<file path="src/rtl/cam_controller.sv">
// Command sequencer for a CAM array: SEARCH/INSERT/DELETE/CLEAR with per-row valid
// bits kept here, since the array itself has no notion of an empty row.
module cam_controller #(
  parameter int CAM_WIDTH = 8,
  parameter int CAM_DEPTH = 8,
  localparam int ADDR_W   = $clog2(CAM_DEPTH)
) (
  input  logic                 clk,
  input  logic                 rst,
  input  logic                 cmd_valid,
  output logic                 cmd_ready,
  input  logic [1:0]           cmd_op,
  input  logic [CAM_WIDTH-1:0] cmd_word,
  input  logic [CAM_WIDTH-1:0] cmd_mask,
  input  logic [ADDR_W-1:0]    cmd_addr,
  output logic                 rsp_valid,
  input  logic                 rsp_ready,
  output logic                 rsp_hit,
  output logic                 rsp_multi,
  output logic [ADDR_W-1:0]    rsp_addr,
  output logic [1:0]           rsp_status,
  output logic [CAM_DEPTH-1:0] cam_we,
  output logic [CAM_WIDTH-1:0] cam_search_word,
  output logic [CAM_WIDTH-1:0] cam_dont_care_mask,
  input  logic [CAM_DEPTH-1:0] cam_match,
  output logic [ADDR_W:0]      occupancy,
  output logic                 full
);

  localparam logic [1:0] OP_SEARCH = 2'b00;
  localparam logic [1:0] OP_INSERT = 2'b01;
  localparam logic [1:0] OP_DELETE = 2'b10;
  localparam logic [1:0] OP_CLEAR  = 2'b11;

  localparam logic [1:0] ST_OK      = 2'b00;
  localparam logic [1:0] ST_DUP     = 2'b01;
  localparam logic [1:0] ST_FULL    = 2'b10;
  localparam logic [1:0] ST_BADADDR = 2'b11;

  typedef enum logic [2:0] {
    S_IDLE, S_DRIVE, S_CAPTURE, S_WRITE, S_UPDATE, S_RESP
  } state_t;

  state_t                r_state, w_next;
  logic [1:0]            r_op;
  logic [ADDR_W-1:0]     r_addr;
  logic [ADDR_W-1:0]     r_free;
  logic [CAM_DEPTH-1:0]  r_valid;

  logic                  w_accept;
  logic [CAM_DEPTH-1:0]  w_m;
  logic                  w_hit;
  logic                  w_multi;
  logic                  w_all_valid;
  logic [ADDR_W-1:0]     w_idx;
  logic [ADDR_W-1:0]     w_free;
  logic [ADDR_W:0]       w_count;

  assign cmd_ready   = (r_state == S_IDLE);
  assign w_accept    = cmd_valid && cmd_ready;

  // Stale array contents are hidden by gating matches with the valid bits.
  assign w_m         = cam_match & r_valid;
  assign w_hit       = |w_m;
  assign w_multi     = |(w_m & (w_m - CAM_DEPTH'(1)));
  assign w_all_valid = &r_valid;

  always_comb begin
    w_idx  = '0;
    w_free = '0;
    for (int i = CAM_DEPTH - 1; i >= 0; i--) begin
      if (w_m[i])      w_idx  = ADDR_W'(i);
      if (!r_valid[i]) w_free = ADDR_W'(i);
    end
  end

  always_comb begin
    w_count = '0;
    for (int i = 0; i < CAM_DEPTH; i++) w_count = w_count + (ADDR_W + 1)'(r_valid[i]);
  end

  always_ff @(posedge clk or posedge rst) begin
    if (rst) r_state <= S_IDLE;
    else     r_state <= w_next;
  end

  always_comb begin
    w_next = r_state;
    case (r_state)
      S_IDLE: begin
        if (w_accept)
          w_next = (cmd_op == OP_SEARCH || cmd_op == OP_INSERT) ? S_DRIVE : S_UPDATE;
      end
      S_DRIVE:   w_next = S_CAPTURE;
      S_CAPTURE: begin
        if (r_op == OP_INSERT && !w_hit && !w_all_valid) w_next = S_WRITE;
        else                                             w_next = S_RESP;
      end
      S_WRITE:   w_next = S_RESP;
      S_UPDATE:  w_next = S_RESP;
      S_RESP:    if (rsp_ready) w_next = S_IDLE;
      default:   w_next = S_IDLE;
    endcase
  end

  always_ff @(posedge clk or posedge rst) begin
    if (rst) begin
      r_op               <= OP_SEARCH;
      r_addr             <= '0;
      r_free             <= '0;
      r_valid            <= '0;
      rsp_valid          <= 1'b0;
      rsp_hit            <= 1'b0;
      rsp_multi          <= 1'b0;
      rsp_addr           <= '0;
      rsp_status         <= ST_OK;
      cam_we             <= '0;
      cam_search_word    <= '0;
      cam_dont_care_mask <= '0;
      occupancy          <= '0;
      full               <= 1'b0;
    end else begin
      cam_we    <= '0;
      occupancy <= w_count;
      full      <= w_all_valid;
      case (r_state)
        S_IDLE: begin
          if (w_accept) begin
            r_op   <= cmd_op;
            r_addr <= cmd_addr;
            // INSERT searches with no don't-cares so DUP means an exact duplicate.
            if (cmd_op == OP_SEARCH || cmd_op == OP_INSERT) begin
              cam_search_word    <= cmd_word;
              cam_dont_care_mask <= (cmd_op == OP_SEARCH) ? cmd_mask : '0;
            end
          end
        end
        S_CAPTURE: begin
          if (r_op == OP_SEARCH) begin
            rsp_valid  <= 1'b1;
            rsp_hit    <= w_hit;
            rsp_multi  <= w_multi;
            rsp_addr   <= w_idx;
            rsp_status <= ST_OK;
          end else if (w_hit) begin
            rsp_valid  <= 1'b1;
            rsp_hit    <= 1'b1;
            rsp_multi  <= w_multi;
            rsp_addr   <= w_idx;
            rsp_status <= ST_DUP;
          end else if (w_all_valid) begin
            rsp_valid  <= 1'b1;
            rsp_hit    <= 1'b0;
            rsp_multi  <= 1'b0;
            rsp_addr   <= '0;
            rsp_status <= ST_FULL;
          end else begin
            cam_we <= CAM_DEPTH'(1) << w_free;
            r_free <= w_free;
          end
        end
        S_WRITE: begin
          r_valid[r_free] <= 1'b1;
          rsp_valid       <= 1'b1;
          rsp_hit         <= 1'b0;
          rsp_multi       <= 1'b0;
          rsp_addr        <= r_free;
          rsp_status      <= ST_OK;
        end
        S_UPDATE: begin
          rsp_valid <= 1'b1;
          rsp_hit   <= 1'b0;
          rsp_multi <= 1'b0;
          if (r_op == OP_DELETE) begin
            rsp_addr <= r_addr;
            if (r_valid[r_addr]) begin
              r_valid[r_addr] <= 1'b0;
              rsp_status      <= ST_OK;
            end else begin
              rsp_status      <= ST_BADADDR;
            end
          end else begin
            r_valid    <= '0;
            rsp_addr   <= '0;
            rsp_status <= ST_OK;
          end
        end
        S_RESP: if (rsp_ready) rsp_valid <= 1'b0;
        default: ;
      endcase
    end
  end

endmodule

</file>
<file path="config.mk">
export PLATFORM = sky130hd
export DESIGN_NAME = cam_controller
export DESIGN_NICKNAME = d
export VERILOG_FILES = /design/src/rtl/cam_controller.sv
export SDC_FILE = /design/constraint.sdc
export NUM_CORES = 1
export LEC_CHECK = 0
export CORE_AREA = 4 4 74 103
export CTS_CLUSTER_SIZE = 25
export DETAILED_ROUTE_END_ITERATION = 16
export DIE_AREA = 0 0 78 107
export GPL_ROUTABILITY_DRIVEN = 1
export PLACE_DENSITY = 0.74
export SLEW_MARGIN = 30
export SYNTH_ARGS = -nofsm -noshare
export SYNTH_HDL_FRONTEND = slang
export SYNTH_SLANG_ARGS = --single-unit
</file>
<file path="constraint.sdc">
create_clock -name clk -period 3.1 [get_ports clk]
set_clock_uncertainty 0.15 [all_clocks]
set_input_delay 0.465 -clock clk [delete_from_list [all_inputs] [get_ports clk]]
set_output_delay 0.465 -clock clk [all_outputs]
set_load 0.02 [all_outputs]
</file>
# --- Yosys cells after proc, flatten, opt, wreduce, memory -nomap -nowiden ---
# Cells that the tools add are included.
op_classes:
  addsub: 8
  n_lt_le_gt_ge: 4
  eq_ne: 12
  shifts: 1
  mux: 58
  n_bitwise: 8
  reduce_logical: 27
op_table:
  columns: ["op", "n"]
  rows:
  - ["$mux W3", 24]
  - ["$mux W8", 7]
  - ["$and A8 B8 Y8", 3]
  - ["$add A4 B1 Y4", 4]
  - ["$pmux W8 S2", 1]
  - ["$reduce_or A8 Y1", 2]
  - ["$pmux W3 S5", 1]
  - ["$mux W1", 12]
  - ["$mux W2", 5]
  - ["$reduce_and A2 Y1", 5]
  - ["$pmux W3 S3", 1]
  - ["$lt A3 B4 Y1 const B", 2]
  - ["$not A8 Y8", 1]
  - ["$or A8 B8 Y8", 1]
  - ["$reduce_and A8 Y1", 1]
  - ["$shl A1 B3 Y8 const A", 1]
  - ["$sub A8 B1 Y8 const B", 1]
  - ["$demux W1 S3", 2]
  - ["$eq A3 B2 Y1 const B", 2]
  - ["$eq A3 B3 Y1 const B", 2]
  - ["$ge A3 B1 Y1 const B", 2]
  - ["$pmux W2 S3", 1]
  - ["$reduce_and A3 Y1", 2]
  - ["$reduce_bool A3 Y1", 2]
  - ["22 further kinds", 33]
totals:
  regBits: 56
  inputBits: 33
  output_inout_bits: 38
  wordCells: 133

# --- Logic depth before layout (Yosys ltp) ---
depth:
  depth_word: 13
  ltp_mapped: 9
  mapped_depth_nobuf: 8

# --- Worst setup path before layout ---
# Ideal clock, no wire load.
synth_timing:
  kind: "reg2reg"
  start: "reg r_valid[0]"
  end: "reg occupancy[2]"
  setup_ns: 0.123
  arrival_time_ns: 2.678
  required_ns: 2.827
  slack_ns: 0.149
  stages_incl_launch_ff: 9
  n_path_buf: 0
  synth_period_minus_slack_ns: 2.951
  path_cell_list: "dfrtp_1 > fa_1 > inv_1 > fa_1 > fa_1 > inv_1 > ha_1 > fa_1 > xor2_1"
synth_via:
  elab_chain_cells: 7
synth_lines:
  columns: ["item", "line_no", "rtl"]
  rows:
  - ["start, declared", "48", "logic [CAM_DEPTH-1:0] r_valid;"]
  - ["start signal, assigned", "111", "r_valid <= '0;"]
  - ["start signal, assigned by index", "163", "r_valid[r_free] <= 1'b1;"]
  - ["start signal, assigned by index", "177", "r_valid[r_addr] <= 1'b0;"]
  - ["$add A1 B1 Y2", "79", "for (int i = 0; i < CAM_DEPTH; i++) w_count = w_count + (ADDR_W + 1)'(r_valid[i]);"]
  - ["$add A2 B1 Y3", "79", null]
  - ["$add A3 B1 Y4", "79", null]
  - ["$add A4 B1 Y4 (4 in series)", "79", null]
  - ["net w_count[2]", "57", "logic [ADDR_W:0] w_count;"]
  - ["end signal, assigned", "124", "occupancy <= w_count;"]
  - ["end, declared", "26", "output logic [ADDR_W:0] occupancy,"]
# The timed path passes the listed nets, and every way through them passes these cells.
# A chain may end at the register's enable or synchronous reset.

# --- Worst setup path in the final report ---
# Ends and elaborated chain as after synthesis.

==> metrics.yaml <==
pwr-share-seq_pct: 37.1
max-vdd-ir-drop_mv: 0.603
netlist_top_cells_count: "nand2_1 (61), dfrtp_1 (56), inv_1 (18), nor2_1 (18)"
r2r-start: "r_valid[0]"
power.net_switching_uw: 1280
slew_headroom_pct: 51.6
yosysMostFrequentCell: "nand2_1"
synth.distinct_cells: 53
timing.rr.end: "occupancy[2]"
antenna_cells: 0
p_comb_share_pct: 46.1
grt_pass1_vias: 2525
portBuffers: 70
clk_pin_slew_ns: 0.10
grt_use_total_pct: 17.7
critPathLaunchType: "register"
power_density_nw_per_um2: 835
wire_per_inst_um: 15.3
die-area_sq_um: 8350
cts_buffer_depth: 2
crit_path_end_kind: "register"
cp.required_ns: 3.14
swShare_pct: 39.6
ant_nets: 0
intPower_uw: 1960
worstSetupPathType: "reg -> reg"
post_cts.repair.setup_buffers: 0
core_sq_um: 6610
synthCells: 309
antenna_found_initial: 0
min_period_ns: 2.97
synth_area_sq_um: 2910
drv_cap: 0
via_per_inst: 5.30
cts_root_buf: "clkbuf_8"
grt_pass1_wl_um: 11900
clkLatencyLatePin_ns: 0.30
area_growth_pct: 33.3
synth_edf_count: 0
hold_class: "in -> async"
maxSlewViolCount: 0
fin_util_pct: 58.7
seq_area_sq_um: 1400
setup_viol: 0
clkSinkCount: 56
crit_buf_inv: 2
drive_above_1_share_pct: 9.66
cp.arrival_ns: 3.01
cp_max_fo: 2
ys_async_sr_fraction_pct: 100
timing.setup.tns_ns: 0
drc_errors: 0
routed_wl_um: 7280
via_count: 2516
slowest_stage: "fa_1"
rsz0062_at_grt: "false"
synth_area_leaders: "dfrtp_1 (48%), nand2_1 (7.9%), fa_1 (2.7%)"
postCtsHoldBufs: 0
synth_top_cell_by_area: "dfrtp_1"
cts.repair.resized: 0
crit_start: "r_valid[0]"
die_y_um: 107
cp_common_cell: "fa_1"
fin_crit_sh_pct: 95.9
cts_buffers: 5
boundaryPins: 71
ys.flop_type: "dfrtp_1"
gp_congestion: 0.863
fill_cells: 560
grt-ovfl-total: 0
yosysTopAreaCellShare_pct: 48.1
place_hpwl_um: 5560
crit_chain: "fa_1, inv_1, fa_1, fa_1, inv_1, ha_1, fa_1, xor2_1"
yosysWarnings: 0
first_pass_iters: 4
grt_max_degree: 24
r2r_slack_ns: 0.13
timing.final.hold_violations: 0
syn-mean-instance-area_sq_um: 9.43
power.leakage_uw: 0.00168
rows: 35
ys_seq_area_share_pct: 48.1
fin_nets: 424
status: "complete, no violations"
worst-r2r-cell-count: 8
cts_tree: "built"
worst_pin_slew_ns: 0.727
cp_top_family: "adder cells"
fp.dieW_um: 78
clkPwrFrac_pct: 16.8
ctsHtreeMaxLevel: 2
initial_core_util_pct: 44.1
slowest_delay_ns: 0.53
max_clock_freq_mhz: 336
ys_seq_elements: 56
dr.first_iter.drc_count: 158
multiInputGateArea_sq_um: 1370
synth_nets: 350
-- routing by layer --
layer,up-vias,global-route usage [%],share of wire (%)
li1,1214,-,-
met1,1209,21.8,41
met2,83,31.4,53
met3,10,2.94,4.3
met4,0,5.63,1.5
met5,-,0,0
-- worst max-delay path by stage --
| stage | endpoint | slack (ns) | cells past startpoint |
|---|---|---|---|
| CTS | occupancy[2] | 0.13 | 8 |
| floorplan | occupancy[2] | 0.15 | 8 |
| global placement | occupancy[2] | 0.19 | 8 |
| finish | occupancy[2] | 0.13 | 8 |
| detailed placement | occupancy[2] | 0.12 | 8 |
| global route | occupancy[2] | 0.03 | 8 |
-- cell usage in the layout (no fill, tap or decap), drive strengths merged, types with 2 or more instances in the layout --
master	instances
nor3	11
clkdlybuf4s50	70
mux2	5
a31oi	7
nor4	3
inv	18
o31ai	4
nand3	4
a21oi	13
nand2	62
mux2i	4
nand2b	10
a22oi	5
nor2	18
nor2b	5
o21ai	14
buf	13
dfrtp	56
o21bai	2
nor3b	4
clkbuf	5
nand4	6
bufinv	2
a211oi	2
nand3b	10
ha	4
o22ai	6
fa	4
-- cell type report --
type	instances	share of cell area, %
clock buffers	5	1.77
clock inverters	2	1.55
inverters	18	1.74
multi-input cells	219	35.3
flip-flops and latches	56	36.1
well taps	92	2.96
repair buffers	83	20.6
-- kinds of logic after synthesis --
group                    share of synthesized area, %
flip-flops                                       48.1
AO/OA/AOI/OAI                                    14.3
XOR/XNOR                                        0.301
adder cells (fa/ha/maj)                          4.81
AND/OR/NAND/NOR                                  24.4
buffers and inverters                            4.81
multiplexers                                     3.31
-- registers in the layout (all words and copies together) (netlist names) --
name / count
cam_dont_care_mask: 8
r_addr: 3
occupancy: 4
cam_we: 8
rsp_status: 2
r_free: 3
cam_search_word: 8
r_op: 2
rsp_hit: 1
full: 1
rsp_valid: 1
r_state: 3
rsp_multi: 1
rsp_addr: 3
r_valid: 8
-- metrics by stage --
step | cell area (sq um) | hold WS (ns) | worst slack [ns] | power [uW] | std cells
floorplan | 2910 | 0.345 | 0.149 | 2090 | 309
global placement | 3750 | 0.300 | 0.190 | 2660 | 468
detailed placement | 3750 | 0.305 | 0.122 | 2700 | 468
CTS | 3880 | 0.309 | 0.126 | 3260 | 475
global route | 3880 | 0.353 | 0.0286 | 3450 | 475
finish | 3880 | 0.290 | 0.127 | 3240 | 475
-- power groups by stage --
stage,Clock (uW),Sequential [uW],Combinational (uW)
after global routing,586,1240,1630
after detailed placement,0,1210,1490
after floorplan,0,1300,791
final,545,1200,1500
after CTS,555,1200,1500
after global placement,0,1200,1460
(Power assumes the default switching activity.)
